### src/rtl/mips_ctrl_pkg.sv
`default_nettype none
// ============================================================================
//  Module   : mips_ctrl_pkg
//  Purpose  : Shared definitions for the multi-cycle MIPS control unit.
//             Holds the FSM state codes, opcode values, ALU-op encodings,
//             PC-source encodings and the packed control-word layout.
//  Ports    : none (package)
//  Revision : 1.0 - initial release
// ============================================================================
package mips_ctrl_pkg;

  // FSM state codes (also exported on the debug state port)
  localparam logic [3:0] S_FETCH     = 4'd0;
  localparam logic [3:0] S_DECODE    = 4'd1;
  localparam logic [3:0] S_MEM_ADDR  = 4'd2;
  localparam logic [3:0] S_MEM_READ  = 4'd3;
  localparam logic [3:0] S_MEM_WB    = 4'd4;
  localparam logic [3:0] S_MEM_WRITE = 4'd5;
  localparam logic [3:0] S_R_EXEC    = 4'd6;
  localparam logic [3:0] S_R_WB      = 4'd7;
  localparam logic [3:0] S_BRANCH    = 4'd8;
  localparam logic [3:0] S_JUMP      = 4'd9;
  localparam logic [3:0] S_ADDI_EXEC = 4'd10;
  localparam logic [3:0] S_ADDI_WB   = 4'd11;
  localparam logic [3:0] S_ILLEGAL   = 4'd12;

  // Instruction opcodes (IR[31:26])
  localparam logic [5:0] OP_RTYPE = 6'h00;
  localparam logic [5:0] OP_LW    = 6'h23;
  localparam logic [5:0] OP_SW    = 6'h2B;
  localparam logic [5:0] OP_BEQ   = 6'h04;
  localparam logic [5:0] OP_J     = 6'h02;
  localparam logic [5:0] OP_ADDI  = 6'h08;

  // ALU operation requests
  localparam logic [1:0] ALU_ADD   = 2'b00;
  localparam logic [1:0] ALU_SUB   = 2'b01;
  localparam logic [1:0] ALU_FUNCT = 2'b10;

  // PC source selects
  localparam logic [1:0] PCSRC_ALU    = 2'b00;
  localparam logic [1:0] PCSRC_ALUOUT = 2'b01;
  localparam logic [1:0] PCSRC_JUMP   = 2'b10;

  // Control word carried from the decoder to the top
  typedef struct packed {
    logic       pc_write;
    logic       pc_write_cond;
    logic       i_or_d;
    logic       mem_read;
    logic       mem_write;
    logic       mem_to_reg;
    logic       ir_write;
    logic       alu_src_a;
    logic       reg_write;
    logic       reg_dst;
    logic       illegal_op;
    logic [1:0] pc_source;
    logic [1:0] alu_op;
    logic [1:0] alu_src_b;
  } ctrl_t;

  localparam int CTRL_W = $bits(ctrl_t);

endpackage
`default_nettype wire

### src/rtl/mips_ctrl_outdec.sv
`default_nettype none
// ============================================================================
//  Module   : mips_ctrl_outdec
//  Purpose  : Purely combinational Moore output decoder: maps the current FSM
//             state (plus mem_ready for the FETCH handshake) onto the full
//             control word. Anything not set for a state stays 0.
//  Ports    : i_state     [3:0]        current FSM state code
//             i_mem_ready              memory completes this cycle
//             o_ctrl      [CTRL_W-1:0] packed ctrl_t control word
//  Revision : 1.0 - initial release
// ============================================================================
module mips_ctrl_outdec
  import mips_ctrl_pkg::*;
(
  input  logic [3:0]        i_state,
  input  logic              i_mem_ready,
  output logic [CTRL_W-1:0] o_ctrl
);

  ctrl_t w_ctrl;

  always_comb begin
    w_ctrl = '0;
    case (i_state)
      S_FETCH: begin
        w_ctrl.mem_read  = 1'b1;
        // IR load and PC increment commit only on the completing cycle
        w_ctrl.ir_write  = i_mem_ready;
        w_ctrl.pc_write  = i_mem_ready;
        w_ctrl.alu_src_b = 2'b01;
        w_ctrl.alu_op    = ALU_ADD;
        w_ctrl.pc_source = PCSRC_ALU;
      end
      S_DECODE: begin
        w_ctrl.alu_src_b = 2'b11;
        w_ctrl.alu_op    = ALU_ADD;
      end
      S_MEM_ADDR, S_ADDI_EXEC: begin
        w_ctrl.alu_src_a = 1'b1;
        w_ctrl.alu_src_b = 2'b10;
        w_ctrl.alu_op    = ALU_ADD;
      end
      S_MEM_READ: begin
        w_ctrl.mem_read = 1'b1;
        w_ctrl.i_or_d   = 1'b1;
      end
      S_MEM_WB: begin
        w_ctrl.reg_write  = 1'b1;
        w_ctrl.mem_to_reg = 1'b1;
      end
      S_MEM_WRITE: begin
        w_ctrl.mem_write = 1'b1;
        w_ctrl.i_or_d    = 1'b1;
      end
      S_R_EXEC: begin
        w_ctrl.alu_src_a = 1'b1;
        w_ctrl.alu_src_b = 2'b00;
        w_ctrl.alu_op    = ALU_FUNCT;
      end
      S_R_WB: begin
        w_ctrl.reg_write = 1'b1;
        w_ctrl.reg_dst   = 1'b1;
      end
      S_BRANCH: begin
        // The zero flag gates the PC write outside this block
        w_ctrl.alu_src_a     = 1'b1;
        w_ctrl.alu_src_b     = 2'b00;
        w_ctrl.alu_op        = ALU_SUB;
        w_ctrl.pc_write_cond = 1'b1;
        w_ctrl.pc_source     = PCSRC_ALUOUT;
      end
      S_JUMP: begin
        w_ctrl.pc_write  = 1'b1;
        w_ctrl.pc_source = PCSRC_JUMP;
      end
      S_ADDI_WB: begin
        w_ctrl.reg_write = 1'b1;
      end
      S_ILLEGAL: begin
        w_ctrl.illegal_op = 1'b1;
      end
      default: w_ctrl = '0;
    endcase
  end

  assign o_ctrl = w_ctrl;

endmodule
`default_nettype wire

### src/rtl/mips_mc_control.sv
`default_nettype none
// ============================================================================
//  Module   : mips_mc_control
//  Purpose  : Multi-cycle MIPS control unit (Moore FSM). Holds the state
//             register and next-state logic; output decoding lives in
//             mips_ctrl_outdec. Optional performance counters are built in
//             when the macro MC_PERF_COUNTERS_EN is defined.
//  Ports    : clock, reset (sync, active-low), opcode[5:0], zero, mem_ready
//             1-bit controls: pc_write, pc_write_cond, i_or_d, mem_read,
//               mem_write, mem_to_reg, ir_write, alu_src_a, reg_write,
//               reg_dst, illegal_op
//             2-bit controls: pc_source, alu_op, alu_src_b
//             state[3:0] debug state code
//             cycle_count[31:0], instr_count[31:0] (MC_PERF_COUNTERS_EN only)
//  Revision : 1.0 - initial release
// ============================================================================
module mips_mc_control
  import mips_ctrl_pkg::*;
(
  input  logic        clock,
  input  logic        reset,
  input  logic [5:0]  opcode,
  input  logic        zero,
  input  logic        mem_ready,
  output logic        pc_write,
  output logic        pc_write_cond,
  output logic        i_or_d,
  output logic        mem_read,
  output logic        mem_write,
  output logic        mem_to_reg,
  output logic        ir_write,
  output logic        alu_src_a,
  output logic        reg_write,
  output logic        reg_dst,
  output logic        illegal_op,
  output logic [1:0]  pc_source,
  output logic [1:0]  alu_op,
  output logic [1:0]  alu_src_b,
  output logic [3:0]  state
`ifdef MC_PERF_COUNTERS_EN
  ,
  output logic [31:0] cycle_count,
  output logic [31:0] instr_count
`endif
);

  logic [3:0]        r_state;
  logic [3:0]        w_next;
  logic [CTRL_W-1:0] w_dec_bits;
  ctrl_t             w_ctrl;
  // The branch decision on zero is taken by the datapath, not here
  logic              w_unused_zero;

  assign w_unused_zero = zero;

  always_comb begin
    w_next = r_state;
    case (r_state)
      S_FETCH:     if (mem_ready) w_next = S_DECODE;
      S_DECODE: begin
        case (opcode)
          OP_RTYPE:     w_next = S_R_EXEC;
          OP_LW, OP_SW: w_next = S_MEM_ADDR;
          OP_BEQ:       w_next = S_BRANCH;
          OP_J:         w_next = S_JUMP;
          OP_ADDI:      w_next = S_ADDI_EXEC;
          default:      w_next = S_ILLEGAL;
        endcase
      end
      S_MEM_ADDR:  w_next = (opcode == OP_LW) ? S_MEM_READ : S_MEM_WRITE;
      S_MEM_READ:  if (mem_ready) w_next = S_MEM_WB;
      S_MEM_WRITE: if (mem_ready) w_next = S_FETCH;
      S_R_EXEC:    w_next = S_R_WB;
      S_ADDI_EXEC: w_next = S_ADDI_WB;
      S_MEM_WB, S_R_WB, S_ADDI_WB, S_BRANCH, S_JUMP:
                   w_next = S_FETCH;
      S_ILLEGAL:   w_next = S_ILLEGAL;
      default:     w_next = S_FETCH;
    endcase
  end

  always_ff @(posedge clock) begin
    if (!reset) r_state <= S_FETCH;
    else        r_state <= w_next;
  end

  mips_ctrl_outdec u_outdec (
    .i_state     (r_state),
    .i_mem_ready (mem_ready),
    .o_ctrl      (w_dec_bits)
  );

  // Controls are forced quiet combinationally while reset is held, so a
  // reset landing mid-access drops enables in the same cycle.
  assign w_ctrl = reset ? ctrl_t'(w_dec_bits) : '0;

  assign pc_write      = w_ctrl.pc_write;
  assign pc_write_cond = w_ctrl.pc_write_cond;
  assign i_or_d        = w_ctrl.i_or_d;
  assign mem_read      = w_ctrl.mem_read;
  assign mem_write     = w_ctrl.mem_write;
  assign mem_to_reg    = w_ctrl.mem_to_reg;
  assign ir_write      = w_ctrl.ir_write;
  assign alu_src_a     = w_ctrl.alu_src_a;
  assign reg_write     = w_ctrl.reg_write;
  assign reg_dst       = w_ctrl.reg_dst;
  assign illegal_op    = w_ctrl.illegal_op;
  assign pc_source     = w_ctrl.pc_source;
  assign alu_op        = w_ctrl.alu_op;
  assign alu_src_b     = w_ctrl.alu_src_b;
  assign state         = r_state;

`ifdef MC_PERF_COUNTERS_EN
  logic [31:0] r_cycle_count;
  logic [31:0] r_instr_count;

  always_ff @(posedge clock) begin
    if (!reset) begin
      r_cycle_count <= 32'd0;
      r_instr_count <= 32'd0;
    end else begin
      r_cycle_count <= r_cycle_count + 32'd1;
      // One instruction counted per FETCH->DECODE hand-off
      if (r_state == S_FETCH && mem_ready)
        r_instr_count <= r_instr_count + 32'd1;
    end
  end

  assign cycle_count = r_cycle_count;
  assign instr_count = r_instr_count;
`endif

endmodule
`default_nettype wire
### config.mk
export PLATFORM = sky130hd
export DESIGN_NAME = mips_mc_control
export DESIGN_NICKNAME = d
export VERILOG_FILES = /design/src/rtl/mips_ctrl_pkg.sv /design/src/rtl/mips_ctrl_outdec.sv /design/src/rtl/mips_mc_control.sv
export SDC_FILE = /design/constraint.sdc
export NUM_CORES = 1
export LEC_CHECK = 0
export ABC_AREA = 1
export BUFFER_PORTS_ARGS = -buffer_cell sky130_fd_sc_hd__buf_2
export CORE_ASPECT_RATIO = 0.75
export CORE_UTILIZATION = 42
export DETAILED_ROUTE_END_ITERATION = 6
export MAX_ROUTING_LAYER = met4
export PLACE_DENSITY = 0.74
export REMOVE_ABC_BUFFERS = 1
export SLEW_MARGIN = 25
export SYNTH_ARGS = -nofsm -noshare
export SYNTH_HDL_FRONTEND = slang
export SYNTH_HIERARCHICAL = 1
export SYNTH_SLANG_ARGS = --single-unit
### constraint.sdc
create_clock -name clock -period 1.1 [get_ports clock]
set_input_delay 0.055 -clock clock [delete_from_list [all_inputs] [get_ports clock]]
set_output_delay 0.055 -clock clock [all_outputs]
set_load 0.02 [all_outputs]
==> impl_metrics.ini <==
[floorplanning]
io_pins = 31
core_sq_mm = 0.00158
dieWidth_um = 50.7
dieArea_sq_mm = 0.00195
core.rowCount = 12
initial_core_util_pct = 47.4
die_h_um = 38.5

[yosys]
synthSimpleGateAreaFrac_pct = 53.8
synthCells = 162
synth_area_sq_um = 747
synth-adder-area-share_pct = 0
synth_cell_types = 18
synth-seq-cells = 4
synth-warning-count = 6
synth_xor_xnor_area_share_pct = 0
synth_area_leaders = nand2_1, inv_1, nor2_1, dfxtp_1, nand3_1
synth_compound_area_share_pct = 9.21
synth.mux.area_fraction_pct = 0
syn_avg_cell_area_sq_um = 4.61
ys_seq_area_share_pct = 10.7
synth_top_family_by_area = simple AND/OR/NAND/NOR gates
yosys.area.top_type_share_pct = 24.1
synth_top_area_cell = nand2_1

[worst_setup_path]
cp.required_ps = 1040
cp_cell_sequence = buf_12 > nor2_4 > nand2_1 > nand2_1 > nand2_1 > inv_1 > buf_6
cp.arrival_ps = 1390
worstSetupPathType = reg2out
rr_endpoint = state[0]
critPathLaunch = state[1]
ff2ff_setup_slack_ps = -210
crit_buf_inv = 3
critPathMaxFanout = 6
start_kind = flop
cp_slowest_stage_delay_ps = 360
crit_family = buffers and inverters
crit_end = reg_write
crit_slowest_cell = dfxtp_4
r2r.worst_path.cells = 6
r2r-start = state[2]
cp-end-kind = output port
cp_num_cells = 7
crit_top_cell = nand2_1

[clock_tree]
cts-root-buf = clkbuf_4
htree_num_levels = 1
cts.sinks = 4
clk_transition_reported_paths_ps = 40
clkLatencyLatePin_ps = 240
tritoncts.num_buffers = 3
cts_tree = done
max-clock-path-buffers = 2

[final_layout]
nets = 216
final_area_sq_mm = 0.00134
regArea_sq_um = 95.1
layout-drive-gt1-share_pct = 50.5
num_antenna_cells = 0
n_fill_cell = 89
final_cell_mix = nand2_1, inv_1, buf_6
final_common_cell = nand2_1
largest_reg_flops = 4
syn_to_final_growth_pct = 78.9
multi_input_area_sq_um = 607

[routing]
via_per_inst = 5.44
dr.pass1.iters = 5
vias = 1224
drtAntennaViolNets = 0
drc = 0
drt_iter0_drc = 99
routedWlPerCell_um = 14.7
wl_mm = 3.30

[timing]
fin_worst_skew_ps = 0.431
max_slew_margin_pct = 78.9
rsz0062_at_grt = yes
max_freq_ghz = 0.694
setup-violations-final = 20
tightest_slew_ps = 316
hold_violations = 0
fin_ws_ps = -341
fin_crit_sh_pct = 131
drv_slew = 0
fin_crit_ps = 1440

[grt]
grt.overflow.total = 0
antenna_found_initial = 0
grt_usage_pct = 32.4
grt_pass1_wl_mm = 4.35
grt_pass1_vias = 996
grt_max_degree = 20

[flow_run]
cap_violations = 0

[placement]
gp_congestion = 0.875
numPortBuffers = 29
placed_area_sq_um = 977
dpl.hpwl_mm = 1.65

[pwr]
pwr-share-comb_pct = 76.3
pwr-share-clk_pct = 9.7
power_frac_seq_pct = 14.0
p_int_uw = 950
p_total_uw = 2040
power_density_mw_per_mm2 = 1520
ir_drop_uv = 1380
power.net_switching_uw = 1090
switching_share_pct = 53.4
p_leak_uw = 0.000832

[status]
violations = negative setup slack
status = finished, violations left

[worst_hold_path]
hp-class = in2reg
## tightest hold or removal path: cells and delay by family
family,cells,cell delay (ps)
AO/OA/AOI/OAI,1,90
AND/OR/NAND/NOR,1,110
buffers and inverters,2,160
## cell usage after synthesis (all sizes together)
master  instances
a21oi           7
dfxtp           4
nand4           2
nand2          49
nor3            2
buf             2
inv            48
o21ai           6
nor2           28
clkbuf          1
nand3          13
## timing repair
| action | 4_1_cts | 5_1_grt |
|---|---|---|
| cloned | 0 | 0 |
| resized for setup | 66 | 43 |
| setup buffers | 3 | 0 |
| setup endpoints to repair | 20 | 20 |
| pin swaps | 7 | 10 |
| hold buffers | 0 | 0 |
## power by group through the flow
stage / logic [uW] / clock network (uW) / registers, uW
2_1_floorplan: 612 / 0 / 294
3_3_place_gp: 1020 / 0 / 232
3_5_place_dp: 1040 / 0 / 236
4_1_cts: 1260 / 196 / 266
5_1_grt: 1640 / 206 / 292
6_report: 1550 / 197 / 286
## through the flow
step | util, % | TNS [ps] | instances | setup slack, ps | hold WS (ps)
detailed placement | 62.0 | -1530 | 219 | -147 | 405
finish | 84.8 | -4700 | 225 | -341 | 200
global placement | 62.0 | -1230 | 219 | -156 | 406
global route | 84.8 | -5650 | 225 | -380 | 205
CTS | 77.5 | -3520 | 225 | -215 | 163
floorplan | - | -1690 | 159 | -266 | 179
## kinds of logic (layout without fill, tap and decap cells)
group                  Yosys count  in the layout
buffers and inverters           51             93
DFF                              4              4
AOI/OAI and AO/OA               13             13
and+or+nand+nor                 94             94
## cell type report
cell class	instances	area share, %
Multi-Input combinational cell	107	45.4
Timing Repair Buffer	42	29.2
Inverter	48	14.6
Sequential cell	4	7.12
Tap cell	21	1.97
Clock buffer	3	1.69
## worst min-delay path by stage
stage | from | endpoint | cells after the start
floorplan | reset | state[1] | 2
global placement | mem_ready | state[2] | 4
detailed placement | mem_ready | state[2] | 4
CTS | mem_ready | state[2] | 4
global route | mem_ready | state[2] | 4
finish | mem_ready | state[1] | 4
## layer usage
metal  vias to the layer above  wire (um)  GRT usage (%)
li1                        563          -              -
met1                       542       1300           36.5
met2                        94       1520           55.7
met3                        25        297           6.35
met4                         0        189           17.4
met5                         -          0              -
Power figures use the tool's default switching activity.
